==> config.mk <==
export PLATFORM = sky130hd
export DESIGN_NAME = mem_access_ctrl
export DESIGN_NICKNAME = d
export VERILOG_FILES = /design/src/rtl/mem_access_ctrl.sv
export SDC_FILE = /design/constraint.sdc
export NUM_CORES = 1
export LEC_CHECK = 0
export ABC_AREA = 1
export ABC_CLOCK_PERIOD_IN_PS = 3010
export CORE_MARGIN = 2
export CORE_UTILIZATION = 51
export CTS_CLUSTER_DIAMETER = 50
export DETAILED_ROUTE_END_ITERATION = 8
export DONT_BUFFER_PORTS = 1
export PLACE_DENSITY = 0.69
export SETUP_SLACK_MARGIN = 0.15
export SLEW_MARGIN = 25
export SYNTH_ARGS = -nofsm -noshare
export SYNTH_HDL_FRONTEND = slang
export SYNTH_SLANG_ARGS = --single-unit
==> constraint.sdc <==
create_clock -name clk -period 3.01 [get_ports clk]
set_clock_uncertainty 0.1 [all_clocks]
set_input_delay 0.1505 -clock clk [delete_from_list [all_inputs] [get_ports clk]]
set_output_delay 0.1505 -clock clk [all_outputs]
set_load 0.1 [all_outputs]
==> src/rtl/mem_access_ctrl.sv <==
// mem_access_ctrl
//   Bridges the MEM pipeline stage to a data cache. A load or store present in
//   EX/MEM is latched into the cache_* request registers. A one-cycle request
//   strobe is issued, and then the controller waits for a hit response. While a
//   request is outstanding, the upstream pipeline is frozen through mem_stall.
//   A watchdog bounds the wait. When it expires, timeout_err is set and stays
//   set until reset.
//
//   Handshake: a request is taken from EX/MEM only in IDLE when op is high and
//   cache_is_ready is high. cache_is_input_valid then pulses for exactly one
//   cycle. The cache completes the request by raising cache_is_output_valid
//   together with cache_is_hit in a WAIT cycle. mem_dout_valid pulses for one
//   cycle in DONE, and only for loads.
//
//   Optional feature: define MEM_STAT_EN to add the hit_count/miss_count ports
//   and counters.
//
// Parameters
//   TIMEOUT_CYCLES  max WAIT cycles before timeout_err (1..255)
// Ports
//   clk, reset                        clock, async active-high reset
//   ex_mem_valid/mem_read/mem_write   MEM-stage instruction and access type
//   ex_mem_addr, ex_mem_din           byte address, store data
//   cache_is_input_valid              one-cycle request strobe to cache
//   cache_mem_read/cache_mem_write    latched access type
//   cache_addr, cache_din             latched address / store data
//   cache_is_ready                    cache can accept a request
//   cache_is_output_valid, cache_is_hit, cache_dout   cache response
//   mem_stall                         freeze IF..EX/MEM registers
//   mem_dout, mem_dout_valid          load result, valid one cycle
//   timeout_err                       sticky watchdog error
//   hit_count, miss_count             (MEM_STAT_EN) response statistics
//   fsm_state                         debug view of the controller state
module mem_access_ctrl #(
  parameter int TIMEOUT_CYCLES = 255
) (
  input  logic        clk,
  input  logic        reset,
  input  logic        ex_mem_valid,
  input  logic        ex_mem_mem_read,
  input  logic        ex_mem_mem_write,
  input  logic [31:0] ex_mem_addr,
  input  logic [31:0] ex_mem_din,
  output logic        cache_is_input_valid,
  output logic        cache_mem_read,
  output logic        cache_mem_write,
  output logic [31:0] cache_addr,
  output logic [31:0] cache_din,
  input  logic        cache_is_ready,
  input  logic        cache_is_output_valid,
  input  logic        cache_is_hit,
  input  logic [31:0] cache_dout,
  output logic        mem_stall,
  output logic [31:0] mem_dout,
  output logic        mem_dout_valid,
  output logic        timeout_err,
`ifdef MEM_STAT_EN
  output logic [31:0] hit_count,
  output logic [31:0] miss_count,
`endif
  output logic [1:0]  fsm_state
);

  typedef enum logic [1:0] {
    IDLE = 2'd0,
    REQ  = 2'd1,
    WAIT = 2'd2,
    DONE = 2'd3
  } state_t;

  // wait_cnt holds the number of WAIT cycles already completed. The final
  // allowed cycle is therefore the one that starts with the count at limit-1.
  localparam logic [7:0] TMO_LAST = 8'(TIMEOUT_CYCLES - 1);

  state_t     state;
  logic [7:0] wait_cnt;
  logic       op;
  logic       resp;

  assign op        = ex_mem_valid & (ex_mem_mem_read | ex_mem_mem_write);
  assign resp      = cache_is_output_valid & cache_is_hit;
  assign mem_stall = ((state == IDLE) & op) | (state == REQ) | (state == WAIT);
  assign fsm_state = state;

  always_ff @(posedge clk or posedge reset) begin
    if (reset) begin
      state                <= IDLE;
      wait_cnt             <= 8'd0;
      cache_is_input_valid <= 1'b0;
      cache_mem_read       <= 1'b0;
      cache_mem_write      <= 1'b0;
      cache_addr           <= 32'd0;
      cache_din            <= 32'd0;
      mem_dout             <= 32'd0;
      mem_dout_valid       <= 1'b0;
      timeout_err          <= 1'b0;
`ifdef MEM_STAT_EN
      hit_count            <= 32'd0;
      miss_count           <= 32'd0;
`endif
    end else begin
      // Both pulse outputs default low. They are raised only on the
      // transition into the state that owns them.
      cache_is_input_valid <= 1'b0;
      mem_dout_valid       <= 1'b0;
      case (state)
        IDLE: begin
          if (op && cache_is_ready) begin
            cache_addr           <= ex_mem_addr;
            cache_din            <= ex_mem_din;
            // Read and write together is illegal. That case is served as a read.
            cache_mem_read       <= ex_mem_mem_read;
            cache_mem_write      <= ex_mem_mem_write & ~ex_mem_mem_read;
            cache_is_input_valid <= 1'b1;
            state                <= REQ;
          end
        end
        REQ: begin
          wait_cnt <= 8'd0;
          state    <= WAIT;
        end
        WAIT: begin
          if (resp) begin
            if (cache_mem_read) begin
              mem_dout       <= cache_dout;
              mem_dout_valid <= 1'b1;
            end
`ifdef MEM_STAT_EN
            // A hit is a response in the first WAIT cycle. Any later response
            // is counted as a miss.
            if (wait_cnt == 8'd0) hit_count  <= hit_count + 32'd1;
            else                  miss_count <= miss_count + 32'd1;
`endif
            state <= DONE;
          end else if (wait_cnt == TMO_LAST) begin
            timeout_err <= 1'b1;
            state       <= DONE;
          end else begin
            wait_cnt <= wait_cnt + 8'd1;
          end
        end
        DONE: begin
          state <= IDLE;
        end
        default: begin
          state <= IDLE;
        end
      endcase
    end
  end

endmodule

==> summary.md, run 1 <==
| Metric | Value |
|---|---|
| Status | complete, no violations |
| HPWL Detailed | 6890 um |
| Synth Area in XOR/XNOR | 0.586% |
| Overflow after GRT | 0 |
| Async set or reset register ratio after synthesis | 100% |
| Setup repair after global routing missed its margin | no |
| Final WL | 11200 um |
| Post-route minimum period | 2310 ps |
| Max-cap violation count | 0 |
| Final #Nets | 654 |
| CTS tree | done |
| H-tree level count | 3 |
| Post_cts resized | 0 |
| Core Region | 8640 sq um |
| Worst setup SP type | flip-flop |
| Final period util | 76.7% |
| WP data arrival | 2490 ps |
| Count of buffer and inverter cells on the critical path | 3 |
| Mux contribution to synthesized area | 8.88% |
| Tot GR Track Use | 23.8% |
| Largest net degree at the start of global routing | 67 |
| F_max | 433 MHz |
| CTS clk-pin slew, worst paths | 100 ps |
| Area grow syn2layout | 29.6% |
| Mapped Nets | 548 |
| Synth Instances | 439 |
| Number of global-route vias before repair | 3652 |
| CTS max path bufs | 2 |
| Simple-gate share of the synthesized area | 21.4% |
| Fin Hold WS | 107 ps |
| IO Port Bufs | 0 |
| Root Buffer Master | clkbuf_8 |
| Vert. Die Dim | 97.7 um |
| Most frequent cells in the layout | nand2_1, dfrtp_1, dlygate4sd3_1, mux2_2, inv_1 |
| CP top delay family | buffers and inverters |
| Final ANT Viol Nets | 0 |
| Vias | 3420 |
| Synthesis Warnings | 0 |
| Commonest non-fill, non-tap cell in the layout | nand2_1 |
| Avg Cell Area, Syn | 10.2 sq um |
| Post-Synth Adder-Cell Area | 1.40% |
| Placed Cells | 541 |
| Antenna violations before repair | 0 |
| WL per Instance | 17.1 um |
| Worst EP required | 3190 ps |
| Gpl congestion | 0.800 |
| Delay of the slowest critical-path stage | 640 ps |
| Post-route DRC | 0 |
| Combinational family with the most area after synthesis | simple AND/OR/NAND/NOR gates |
| WS Path Type | reg -> reg |
| Hold WC Path Type | in -> reg |
| Die X | 97.7 um |
| Clock sink total | 111 |
| Initial Utilization | 51.9% |
| IO Pins | 208 |
| Slew Limit Fails | 0 |
| Flops & latches, synth | 111 |
| Clk_lat worst skew | 350 ps |
| EDFF count, synth | 0 |
| Crit-path cells | inv_1 > ha_1 > inv_1 > a21oi_4 > dlygate4sd3_1 > nand2_4 > nand2_1 > nand3_1 > nand2_1 |
| # setup viols final | 0 |
| Worst setup EP type | flip-flop |
| Row cnt | 34 |
| Layout cells sized above 1 | 12.2% |
| Iter 0 DRT Violations | 131 |
| Post-route insts no fill | 657 |
| Hold Fails Final Rpt | 0 |
| Sequential area share after synthesis | 62.0% |
| First-pass DRT Iterations | 4 |
| Max-slew headroom | 36.2% |
| Synth Cell Area | 4480 sq um |
| Ant diodes | 0 |
| First-pass GRT wire length | 18100 um |
| Post-synth top flop | dfrtp_1 |
| Die Area | 9550 sq um |
| Synth Area in Compound Gates | 2.09% |
| Via density | 5.21 |
| CP max FO | 7 |
| Worst-margin pin slew | 957 ps |
| Total CTS buffers | 9 |
| Synth cell types | 28 |
| Slowest CP cell | dlygate4sd3_1 |
| Setup TNS after final layout | 0 ps |
logic make-up (layout without fill, tap and decap cells):
family                     count (synthesis)  in the layout
AOI/OAI and AO/OA                         13             13
buffers and inverters                     30            140
adders and majority gates                  5              5
and+or+nand+nor                          245            245
DFF                                      111            111
xor gates and xnor gates                   3              3
muxes                                     32             32
state kept, by name, indices dropped and copies added, names as in the netlist:
register              flops
wait_cnt                  8
cache_addr               32
cache_mem_write           1
mem_dout                 32
mem_dout_valid            1
timeout_err               1
cache_din                32
cache_is_input_valid      1
fsm_state                 2
cache_mem_read            1
routing by layer:
layer	global-route usage [%]	routed length [um]	vias up
met2	41.4	5610	207
met1	27.4	4200	1605
met3	6.66	1050	37
met5	0	0	-
met4	10.7	384	0
li1	-	-	1571
layout make-up:
type	instances	area, sq um
Clock inverter	5	67.6
Multi-Input combinational cell	298	1540
Fill cell	595	2830
Tap cell	108	135
Timing Repair Buffer	112	1110
Clock buffer	10	128
Inverter	13	52.6
Sequential cell	111	2780
Yosys cell counts, types with 2 or more instances:
| cell | number | area share, % |
|---|---|---|
| buf_4 | 5 | 0.84 |
| nand2_1 | 223 | 19 |
| dfrtp_1 | 111 | 62 |
| buf_6 | 3 | 0.75 |
| mux2_2 | 21 | 5.3 |
| nand3_1 | 6 | 0.67 |
| nor2_1 | 9 | 0.75 |
| inv_1 | 12 | 1.0 |
| ha_1 | 5 | 1.4 |
| clkbuf_1 | 2 | 0.17 |
| o21ai_0 | 6 | 0.67 |
| mux2_4 | 10 | 3.3 |
| nand3_2 | 2 | 0.45 |
| o21ai_1 | 2 | 0.22 |
| a21oi_4 | 2 | 0.73 |
| xor2_1 | 2 | 0.39 |
| buf_2 | 7 | 0.78 |
worst register-to-register path, stage by stage, from the launching register on:
cell and delay [ps]:
dfrtp_1 390, inv_1 100, ha_1 280, inv_1 150
a21oi_4 170, dlygate4sd3_1 640, nand2_4 100, nand2_1 130
nand3_1 90, nand2_1 70
what timing repair did:
action                                 4_1_cts  5_1_grt
hold buffers                               101        0
endpoints found under the hold margin      138        0
setup buffers                                0        0
metrics by stage:
step           setup WS [ps]  util, %  area (sq um)
2_1_floorplan            437        -          4490
3_3_place_gp            1090     53.3          4600
3_5_place_dp            1020     53.3          4600
4_1_cts                  678     67.3          5810
5_1_grt                  522     67.3          5810
6_report                 702     67.3          5810
path summary, 6_finish.rpt:
path,start,end,slack [ps],depth (start not counted)
max in group asynchronous,reset,mem_dout[3]$_DFFE_PP0P_,1800,3
setup reg to reg,fsm_state[0]$_DFFE_PP0P_,wait_cnt[0]$_DFFE_PP0P_,700,9
min in group asynchronous,reset,mem_dout[24]$_DFFE_PP0P_,310,2
setup / recovery,fsm_state[0]$_DFFE_PP0P_,wait_cnt[0]$_DFFE_PP0P_,700,9
hold / removal,cache_is_output_valid,wait_cnt[5]$_DFFE_PP0P_,110,4
hold reg to reg,wait_cnt[4]$_DFFE_PP0P_,wait_cnt[4]$_DFFE_PP0P_,440,2
Power of run 1 is left out: the tool's default activity adds up to more than one toggle a clock period on the data nets, which glitch-free logic cannot reach.
==> run 2, diff against run 1 <==
ABC_CLOCK_PERIOD_IN_PS = 1900   (was 3010)
clock period = 1.9 ns   (was 3.01 ns; I/O delays follow)
==> summary.md, run 2 (same netlist as run 1, synthesis figures left out) <==
| Metric | Value |
|---|---|
| CP max FO | 2 |
| Dpl ws | 150 ps |
| Ant diodes | 0 |
| Antenna violations before repair | 0 |
| Core Region | 8640 sq um |
| Via density | 5.08 |
| First-pass GRT wire length | 19900 um |
| Largest regs | cache_addr: 32 flops, cache_din: 32 flops, mem_dout: 32 flops |
| Tot GR Track Use | 26.1% |
| Hold WC Path Type | in -> reg |
| Most frequent cells in the layout | nand2_1, dfrtp_1, buf_4, dlygate4sd3_1, mux2_4 |
| Final period util | 92.9% |
| Clock sink total | 111 |
| Layout cells sized above 1 | 27.7% |
| CTS tree | done |
| Max-slew headroom | 67.7% |
| Clk_lat worst skew | 370 ps |
| Gpl congestion | 0.855 |
| H-tree level count | 3 |
| WL per Instance | 16.9 um |
| Slowest CP cell | dfrtp_2 |
| F_max | 566 MHz |
| Row cnt | 34 |
| Setup TNS after final layout | 0 ps |
| Crit-path cells | buf_12 > ha_1 > inv_1 > nand3_4 |
| WP data arrival | 1570 ps |
| Final WS setup | 134 ps |
| Die X | 97.7 um |
| First-pass DRT Iterations | 5 |
| Final #Nets | 758 |
| Delay of the slowest critical-path stage | 440 ps |
| Worst-margin pin slew | 484 ps |
| CTS max path bufs | 2 |
| # setup viols final | 0 |
| Worst setup SP type | flip-flop |
| Setup repair after global routing missed its margin | yes |
| Commonest non-fill, non-tap cell in the layout | nand2_1 |
| Flop-to-flop setup slack | 180 ps |
| Largest net degree at the start of global routing | 67 |
| Iter 0 DRT Violations | 138 |
| Root Buffer Master | clkbuf_8 |
| Vert. Die Dim | 97.7 um |
| Overflow after GRT | 0 |
| Fill cells | 515 |
| Max-cap violation count | 0 |
| Final WL | 12900 um |
| HPWL Detailed | 7000 um |
| Initial Utilization | 51.9% |
| IO Port Bufs | 0 |
| Final ANT Viol Nets | 0 |
| Vias | 3865 |
| Post-route DRC | 0 |
| IO Pins | 208 |
| Hold Fails Final Rpt | 0 |
| Total CTS buffers | 9 |
| Worst EP required | 1700 ps |
| Die Area | 9550 sq um |
| WS Path Type | reg -> out |
| Post-route minimum period | 1770 ps |
| Status | complete, no violations |
| Worst setup EP type | output pin |
| Slew Limit Fails | 0 |
| Area grow syn2layout | 52.0% |
| Number of global-route vias before repair | 4012 |
| CTS clk-pin slew, worst paths | 100 ps |
-- run 2: layer usage --
metal | share of wire, % | vias to the layer above | global-route usage [%]
li1 | - | 1782 | -
met4 | 3.0 | 0 | 10.3
met5 | 0 | - | 0
met2 | 53 | 198 | 47.4
met1 | 38 | 1853 | 29.5
met3 | 6.8 | 32 | 6.73
-- run 2: layout make-up --
class	count	area [sq um]	share of cell area [%]
well taps	108	135	1.98
inverters	13	55.1	0.808
multi-input cells	298	1630	23.9
clock buffers	10	138	2.02
repair buffers	216	2010	29.6
clock inverters	5	65.1	0.955
flip-flops and latches	111	2780	40.8
-- run 2: metrics by stage --
step | hold WS, ps | instance area, sq um | std cells | util [%]
floorplan | 103 | 4530 | 439 | -
global placement | -143 | 5420 | 639 | 62.7
detailed placement | -138 | 5420 | 639 | 62.7
CTS | 31.6 | 6650 | 755 | 76.9
global route | 46.9 | 6810 | 761 | 78.9
finish | 27.4 | 6810 | 761 | 78.9
-- run 2: what timing repair did --
item	CTS	global route
hold buffers	101	0
resized for setup	4	14
pin swaps	1	3
hold endpoints to repair	216	0
buffers inserted	0	2
setup endpoints to repair	9	39
cloned	0	4
-- run 2: final timing paths --
check / start / end / cells past startpoint
max: fsm_state[0]$_DFFE_PP0P_ / mem_stall / 4
min: ex_mem_valid / fsm_state[1]$_DFFE_PP0P_ / 5
max reg2reg: fsm_state[0]$_DFFE_PP0P_ / mem_dout[13]$_DFFE_PP0P_ / 7
min reg2reg: timeout_err$_DFFE_PP0P_ / timeout_err$_DFFE_PP0P_ / 1
max in group asynchronous: reset / cache_addr[28]$_DFFE_PP0P_ / 3
min in group asynchronous: reset / mem_dout[19]$_DFFE_PP0P_ / 2
-- run 2: critical path, delay by kind of cell (launching register included) --
kind          cells  cell delay (ps)
buf+inv           2              270
flops             1              440
fa+ha+maj         1              200
simple gates      1              300
Power of run 2 is left out for the same reason.
